### src/rtl/vga_pattern_gen.sv
// vga_pattern_gen
// Test-pattern pixel source fed by the VGA timing generator. Rebuilds the
// active-area x/y coordinates from vsync and the active strobe, and produces
// a registered 12-bit RGB (4:4:4) pixel for one of four patterns: solid
// colour, colour bars, checkerboard or an animated bouncing box.
//
// Ports:
//   clk_i          pixel clock
//   rst_i          synchronous reset, active-high
//   vs_i           vsync, high during retrace at frame start
//   pixel_enable_i active-area strobe
//   mode_i         pattern select: 0 solid, 1 bars, 2 checker, 3 box
//   fg_color_i     foreground colour {R,G,B}
//   rgb_o          registered pixel colour (black outside active area)
//   pixel_enable_o pixel_enable_i delayed one cycle, aligned with rgb_o
//   x_o, y_o       current active x / y counters
//   frame_cnt_o    frames started since reset (wraps)
//   frame_start_o  one-cycle pulse after the vs_i rising edge
module vga_pattern_gen #(
  parameter int X_W       = 11,
  parameter int Y_W       = 10,
  parameter int BAR_SHIFT = 4,
  parameter int CHK_SHIFT = 3,
  parameter int BOX_SIZE  = 32
) (
  input  logic           clk_i,
  input  logic           rst_i,
  input  logic           vs_i,
  input  logic           pixel_enable_i,
  input  logic [1:0]     mode_i,
  input  logic [11:0]    fg_color_i,
  output logic [11:0]    rgb_o,
  output logic           pixel_enable_o,
  output logic [X_W-1:0] x_o,
  output logic [Y_W-1:0] y_o,
  output logic [7:0]     frame_cnt_o,
  output logic           frame_start_o
);

  localparam logic [1:0] MODE_SOLID = 2'd0;
  localparam logic [1:0] MODE_BARS  = 2'd1;
  localparam logic [1:0] MODE_CHK   = 2'd2;
  localparam logic [1:0] MODE_BOX   = 2'd3;

  localparam logic [X_W:0]   BOX_XW = (X_W+1)'(BOX_SIZE);
  localparam logic [Y_W:0]   BOX_YW = (Y_W+1)'(BOX_SIZE);
  localparam logic [X_W-1:0] X_ONE  = X_W'(1);
  localparam logic [Y_W-1:0] Y_ONE  = Y_W'(1);

  logic           vs_q, pe_q;
  logic [X_W-1:0] x, width_ff, box_x, box_x_nxt;
  logic [Y_W-1:0] y, height_ff, box_y, box_y_nxt;
  logic           dir_left, dir_left_nxt, dir_up, dir_up_nxt;
  logic [1:0]     mode_q;
  logic [11:0]    color_q, pattern;
  logic           frame_start, line_end, in_box;
  logic [2:0]     bar;
  logic [X_W:0]   box_x_end;
  logic [Y_W:0]   box_y_end;

  always_comb begin
    frame_start = vs_i & ~vs_q;
    line_end    = pe_q & ~pixel_enable_i;
    bar         = x[BAR_SHIFT+2:BAR_SHIFT];
    // One extra bit so box_pos + BOX_SIZE never wraps.
    box_x_end   = {1'b0, box_x} + BOX_XW;
    box_y_end   = {1'b0, box_y} + BOX_YW;
    in_box      = (x >= box_x) && ({1'b0, x} < box_x_end) &&
                  (y >= box_y) && ({1'b0, y} < box_y_end);

    pattern = 12'h000;
    case (mode_q)
      MODE_SOLID: pattern = color_q;
      MODE_BARS:  pattern = {{4{bar[2]}}, {4{bar[1]}}, {4{bar[0]}}};
      MODE_CHK:   pattern = (x[CHK_SHIFT] ^ y[CHK_SHIFT]) ? color_q : 12'h000;
      MODE_BOX:   pattern = in_box ? color_q : 12'h000;
      default:    pattern = 12'h000;
    endcase
  end

  // Bounce step, applied once per frame. The box only moves on an axis whose
  // measured extent can actually hold it.
  always_comb begin
    box_x_nxt    = box_x;
    dir_left_nxt = dir_left;
    if ({1'b0, width_ff} > BOX_XW) begin
      if (!dir_left) begin
        if (box_x_end >= {1'b0, width_ff}) begin
          dir_left_nxt = 1'b1;
          box_x_nxt    = box_x - X_ONE;
        end else begin
          box_x_nxt    = box_x + X_ONE;
        end
      end else if (box_x == '0) begin
        dir_left_nxt = 1'b0;
        box_x_nxt    = X_ONE;
      end else begin
        box_x_nxt    = box_x - X_ONE;
      end
    end

    box_y_nxt  = box_y;
    dir_up_nxt = dir_up;
    if ({1'b0, height_ff} > BOX_YW) begin
      if (!dir_up) begin
        if (box_y_end >= {1'b0, height_ff}) begin
          dir_up_nxt = 1'b1;
          box_y_nxt  = box_y - Y_ONE;
        end else begin
          box_y_nxt  = box_y + Y_ONE;
        end
      end else if (box_y == '0) begin
        dir_up_nxt = 1'b0;
        box_y_nxt  = Y_ONE;
      end else begin
        box_y_nxt  = box_y - Y_ONE;
      end
    end
  end

  always_ff @(posedge clk_i) begin
    if (rst_i) begin
      vs_q           <= 1'b0;
      pe_q           <= 1'b0;
      x              <= '0;
      y              <= '0;
      width_ff       <= '0;
      height_ff      <= '0;
      box_x          <= '0;
      box_y          <= '0;
      dir_left       <= 1'b0;
      dir_up         <= 1'b0;
      mode_q         <= 2'd0;
      color_q        <= 12'h000;
      frame_cnt_o    <= 8'd0;
      frame_start_o  <= 1'b0;
      pixel_enable_o <= 1'b0;
      rgb_o          <= 12'h000;
    end else begin
      vs_q           <= vs_i;
      pe_q           <= pixel_enable_i;
      frame_start_o  <= frame_start;
      pixel_enable_o <= pixel_enable_i;
      rgb_o          <= pixel_enable_i ? pattern : 12'h000;

      // Frame start overrides any coincident line end or pixel count.
      if (frame_start) begin
        x           <= '0;
        y           <= '0;
        height_ff   <= y;
        mode_q      <= mode_i;
        color_q     <= fg_color_i;
        frame_cnt_o <= frame_cnt_o + 8'd1;
        box_x       <= box_x_nxt;
        box_y       <= box_y_nxt;
        dir_left    <= dir_left_nxt;
        dir_up      <= dir_up_nxt;
      end else if (pixel_enable_i) begin
        x <= x + X_ONE;
      end else if (line_end) begin
        x        <= '0;
        width_ff <= x;
        y        <= y + Y_ONE;
      end
    end
  end

  assign x_o = x;
  assign y_o = y;

endmodule

### config.mk
export PLATFORM = sky130hd
export DESIGN_NAME = vga_pattern_gen
export DESIGN_NICKNAME = d
export VERILOG_FILES = /design/src/rtl/vga_pattern_gen.sv
export SDC_FILE = /design/constraint.sdc
export NUM_CORES = 1
export LEC_CHECK = 0
export CAP_MARGIN = 20
export CORE_MARGIN = 4
export CORE_UTILIZATION = 52
export CTS_CLUSTER_SIZE = 14
export DETAILED_ROUTE_END_ITERATION = 6
export PLACE_DENSITY_LB_ADDON = 0.08
export SLEW_MARGIN = 20
export SYNTH_ARGS = -nofsm -noshare
export SYNTH_HDL_FRONTEND = slang
export SYNTH_SLANG_ARGS = --single-unit
### constraint.sdc
create_clock -name clk_i -period 2.6 [get_ports clk_i]
set_clock_uncertainty 0.05 [all_clocks]
set_input_delay 0.26 -clock clk_i [delete_from_list [all_inputs] [get_ports clk_i]]
set_output_delay 0.26 -clock clk_i [all_outputs]
set_load 0.005 [all_outputs]
==> flow_summary.ini, run 1 <==
[grt]
grt_pass1_vias = 5989
grt_overflow = 0
grt_pass1_wl_um = 29200
grt_max_degree = 33
grt_antenna_before_repair = 0
grt_usage = 0.252

[logic_synthesis]
syn_nets = 872
yosys_warnings = 0
ys_seq_area_frac = 0.325
synth_top_area_share = 0.325
synth_flop_cell = dfxtp_1
synth_edf_count = 0
async_flop_share = 0
synth_area_um2 = 6290
synth_area_leaders = dfxtp_1, ha_1, nand2_1, a21oi_1, inv_1
synth_top_area_cell = dfxtp_1
synthCells = 790
synth.distinct_cells = 72
syn_area_per_cell_um2 = 7.96
ys_seq_elements = 102

[route]
via_per_inst = 5.87
via_count = 6125
firstDrtPassIters = 7
wirelength_um = 17700
first_iter_violations = 566
routedWlPerCell_um = 17.0
drc = 0
ant_nets = 0

[floorplanning]
die_x_um = 118
floorplan.initialDensity = 0.542
die_area_um2 = 13900
fp.dieH_um = 118
io_pins = 61
rows = 39
core_area_um2 = 11600

[final_layout]
nNetsFinal = 977
layout-drive-gt1-share = 0.170
utilization = 0.697
antenna_cells = 0
area_growth_pct = 28.6

[worst_setup_path]
path_class = register to register
cp.required_ns = 2.78
endpoint_kind = register
crit_arrival_ns = 2.78
cp-start-kind = register
critPathMaxFanout = 4

[timing]
finalSetupTns_ns = 0
holdWs_ns = 0.250
post-route-period-util = 1.00
slew_violations = 0
worst_slew_pin_slew_ns = 0.798
setup_viol_count_final = 0
report.final.hold_viol_count = 0
period_minus_slack_ns = 2.60
rsz0062_at_grt = yes
fmax_mhz = 385
setup_slack_ns = 0.000444
max_slew_margin = 0.465

[placement]
globalplace.congestion = 0.883
place.port_buffers = 60
post-dp-hpwl_um = 13100
post-place-ws_ns = -0.0458

[run_status]
status = finished, final reports clean

[pwr]
p_per_area_nw_per_um2 = 389
leakagePower_nw = 3.20
ir_worst_vdd_mv = 0.305

[cts]
root_buffer = clkbuf_16
cts_sinks = 102
clk_latency_ns = 0.36
cts-htree-levels = 3
clkSlewWorstSetupHoldPaths_ns = 0.07
clock_path_buffers = 2
cts_tree = done
cts_made_buffers = 9

[flow_run]
maxCapViolations = 0

[hold_path]
hp-class = primary input to register
cells in the mapped netlist (5+ instances only):
library cell	n
o211ai_1	5
and2_1	6
nor2b_1	10
o21a_1	17
ha_1	64
buf_2	5
xor2_1	13
a21o_1	10
mux2i_1	9
inv_1	57
nor3_1	18
o21ai_0	19
nand2b_1	7
a21oi_1	78
buf_1	7
xnor2_1	14
or3_1	7
nand2_1	115
dfxtp_1	102
o21ai_1	14
nand4_1	18
nor2_1	54
nand3_1	30
and3_1	7
a211oi_1	9
clkbuf_1	19
path summary, 6_finish.rpt:
check	from	endpoint	slack, ns	cells past startpoint
setup / recovery	box_x[6]	box_x[3]	0.0004	11
hold / removal	rst_i	width_ff[1]	0.25	2
setup reg to reg	box_x[6]	box_x[3]	0.0004	11
hold reg to reg	color_q[10]	color_q[10]	0.41	2
critical path, cell delays in order (launching register included):
cell	delay, ns
dfxtp_2	0.36
buf_6	0.10
ha_4	0.16
nand2_4	0.06
xnor2_2	0.13
ha_1	0.31
a21o_1	0.18
a211oi_2	0.29
o211a_1	0.29
mux2i_1	0.24
mux2i_1	0.23
a21oi_1	0.08
state kept, by name, summed over array words and instances (netlist names):
name           count
color_q           12
rgb_o             12
box_x             11
width_ff          11
x_o               11
box_y             10
height_ff         10
y_o               10
frame_cnt_o        8
mode_q             2
dir_left           1
dir_up             1
frame_start_o      1
pe_q               1
vs_q               1
repair_timing:
action	CTS	global route
buffers inserted	2	5
pin swaps	2	24
endpoints found under the setup margin	16	32
resized for setup	7	56
hold buffers	0	0
where the power goes:
part	internal, W	total [W]	switching [W]
Combinational	0.0000796	0.000178	0.0000988
Clock	0.000705	0.00138	0.000671
Sequential	0.00158	0.00160	0.0000153
Total	0.00237	0.00315	0.000785
cells in the final DEF, fill, tap and decap left out, drive strengths merged, types with 4 or more instances in the layout:
cell type      count
a21boi             4
nand2b             7
nand4             18
nor4               5
clkinv             4
clkbuf            10
o21a              17
ha                64
nor2b             11
a211oi            11
a21o              10
nor2              54
o21ai             35
a22oi              4
xor2              13
and2               7
or3                7
dfxtp            102
nor3              20
o211ai             5
or2                4
nand3             31
xnor2             14
nand2            115
and3               7
inv               60
a21oi             79
a211o              4
buf               67
mux2i              9
clkdlybuf4s50     59
logic make-up (layout without fill, tap and decap cells):
group                    Yosys count  in the layout  share of synthesized area
flip-flops                       102            102                      0.325
AND/OR/NAND/NOR                  294            294                      0.227
XOR/XNOR                          27             27                     0.0376
buffers and inverters             90            200                     0.0553
AO/OA/AOI/OAI                    202            202                      0.210
multiplexers                      11             11                     0.0185
adder cells (fa/ha/maj)           64             64                      0.127
stage by stage:
stage	total power [W]	std cells	cell area, µm²
CTS	0.00318	1038	7730
finish	0.00315	1043	8090
global placement	0.00181	1020	7390
floorplan	0.00172	790	6290
detailed placement	0.00181	1020	7390
global route	0.00326	1043	8090
metal layers:
layer / up-vias / track usage / routed length, µm
met5: - / 0 / 0
met3: 43 / 0.0543 / 892
met1: 2886 / 0.311 / 7700
met4: 0 / 0.0916 / 427
met2: 200 / 0.431 / 8710
li1: 2996 / - / -
cell type report:
| type | count | area (µm²) |
|---|---|---|
| clock buffer | 10 | 239 |
| multi-input combinational | 598 | 4220 |
| timing repair buffer | 126 | 1110 |
| clock inverter | 6 | 65.1 |
| tap | 143 | 179 |
| fill | 977 | 3520 |
| inverter | 58 | 218 |
| sequential | 102 | 2060 |
Power figures use the tool's default switching activity.
==> run 2, diff against run 1 <==
--- a/config.mk
+++ b/config.mk
@@ -7,9 +7,10 @@
 export LEC_CHECK = 0
 export CAP_MARGIN = 20
 export CORE_MARGIN = 4
-export CORE_UTILIZATION = 52
+export CORE_UTILIZATION = 58
 export CTS_CLUSTER_SIZE = 14
 export DETAILED_ROUTE_END_ITERATION = 6
+export DONT_BUFFER_PORTS = 1
 export PLACE_DENSITY_LB_ADDON = 0.08
 export SLEW_MARGIN = 20
 export SYNTH_ARGS = -nofsm -noshare
==> flow_summary.ini, run 2 (same netlist as run 1, synthesis figures left out) <==
[worst_setup_path]
cp-start-kind = register
endpoint_kind = register
critPathTopFamily = compound AO/OA/AOI/OAI gates
crit_path_top_delay_cell = dfxtp_4
path_class = register to register
slowest_delay_ns = 0.39
crit_arrival_ns = 2.76
crit_buf_inv = 0
cp_cell_sequence = ha_4 > nand2_4 > xnor2_2 > ha_1 > a21o_1 > a211oi_4 > o211a_4 > mux2i_2 > mux2i_1 > a21oi_1
cp.required_ns = 2.82
critPathMaxFanout = 5

[timing]
max_slew_margin = 0.457
fmax_mhz = 394
setup_viol_count_final = 0
report.final.hold_viol_count = 0
post-route-period-util = 0.976
worst_slew_pin_slew_ns = 0.811
rsz0062_at_grt = yes
slew_violations = 0
finalSetupTns_ns = 0
period_minus_slack_ns = 2.54

[cts]
clkSlewWorstSetupHoldPaths_ns = 0.11
cts_tree = done
cts-htree-levels = 3
clk_latency_ns = 0.40
clock_path_buffers = 2
cts_sinks = 102
root_buffer = clkbuf_8
cts_made_buffers = 9

[hold_path]
hp-class = primary input to register

[floorplanning]
fp.dieH_um = 112
core_area_um2 = 10500
die_area_um2 = 12600
rows = 37
die_x_um = 112
floorplan.initialDensity = 0.601
io_pins = 61

[route]
via_count = 5934
first_iter_violations = 579
drc = 0
firstDrtPassIters = 7
routedWlPerCell_um = 17.8
ant_nets = 0
via_per_inst = 6.08
wirelength_um = 17400

[flow_run]
maxCapViolations = 0

[grt]
grt_usage = 0.271
grt_antenna_before_repair = 0
grt_overflow = 0
grt_max_degree = 68
grt_pass1_wl_um = 28100
grt_pass1_vias = 5805

[final_layout]
nNetsFinal = 917
top_regs = color_q: 12 flops, rgb_o: 12 flops
seq_area_um2 = 2060
postLayoutCellArea_um2 = 7340
nFillCells = 832
antenna_cells = 0
layout_commonest_cell = nand2_1
area_growth_pct = 16.7
multi_input_area_um2 = 4140
most-common-layout-cells = nand2_1, dfxtp_1, a21oi_1, ha_1, inv_1
final_cell_count_no_fill = 976
layout-drive-gt1-share = 0.155

[pwr]
power_w = 0.00278
p_switching_w = 0.000750
ir_worst_vdd_mv = 0.381
power_switching_share = 0.270
power.internal_w = 0.00203
comb_power_share = 0.050
p_per_area_nw_per_um2 = 379
leakagePower_nw = 2.91
seq_power_share = 0.575
power.share.clock = 0.375

[placement]
place.port_buffers = 0
post-place-cells = 940
globalplace.congestion = 0.961
placed_area_um2 = 6680
post-dp-hpwl_um = 12300

[run_status]
status = finished, final reports clean
-- run 2: changes by cell type in the layout (fill, tap and decap cells not counted), sizes merged --
| cell | previous run | this run |
|---|---|---|
| inv | 60 | 61 |
| clkinv | 4 | 3 |
| clkdlybuf4s50 | 59 | 0 |
| buf | 67 | 50 |
| dlygate4sd3 | 0 | 16 |
-- run 2: area by class of cell --
cell class | count | area share
tap | 136 | 0.0232
clock inverter | 6 | 0.00818
clock buffer | 10 | 0.0187
sequential | 102 | 0.280
timing repair buffer | 66 | 0.0762
multi-input combinational | 598 | 0.564
inverter | 58 | 0.0297
-- run 2: layer usage --
layer / part of all wire / wire, µm / GRT usage / vias up
met5: 0 / 0 / 0 / -
met4: 0.037 / 634 / 0.111 / 0
met3: 0.051 / 880 / 0.0593 / 51
met2: 0.48 / 8380 / 0.456 / 179
met1: 0.43 / 7460 / 0.336 / 2821
li1: - / - / - / 2883
-- run 2: worst paths after layout --
kind | cells past startpoint | end | slack, ns | from
worst min register to register | 2 | color_q[8] | 0.42 | color_q[8]
worst max register to register | 10 | box_x[3] | 0.06 | box_x[6]
worst max-delay path | 10 | box_x[3] | 0.06 | box_x[6]
worst min-delay path | 3 | box_x[5] | 0.01 | rst_i
-- run 2: what timing repair did --
action,4_1_cts,5_1_grt
buffers inserted,1,2
hold buffers,17,0
gates cloned,0,0
gates resized for setup,3,45
endpoints found under the hold margin,69,0
endpoints found under the setup margin,5,32
pin swaps,0,16
-- run 2: power by group through the flow --
| stage | clock [W] | sequential (W) | combinational [W] |
|---|---|---|---|
| 2_1_floorplan | 0 | 0.00163 | 0.0000868 |
| 3_3_place_gp | 0 | 0.00164 | 0.0000904 |
| 3_5_place_dp | 0 | 0.00164 | 0.0000933 |
| 4_1_cts | 0.00105 | 0.00160 | 0.000136 |
| 5_1_grt | 0.00112 | 0.00160 | 0.000154 |
| 6_report | 0.00104 | 0.00160 | 0.000139 |
-- run 2: worst register-to-register path: stages (launching register included) --
cell and delay [ns]:
dfxtp_4 0.39, ha_4 0.19, nand2_4 0.06, xnor2_2 0.14, ha_1 0.30, a21o_1 0.19
a211oi_4 0.31, o211a_4 0.27, mux2i_2 0.23, mux2i_1 0.21, a21oi_1 0.08
-- run 2: per-stage QoR --
step	hold WS, ns	util	setup WS (ns)
after floorplan	0.338	-	-0.0116
after global placement	0.288	0.638	0.0510
after detailed placement	0.290	0.638	-0.0456
after CTS	0.00201	0.677	-0.0163
after global routing	0.0280	0.702	-0.0618
final	0.0147	0.702	0.0616
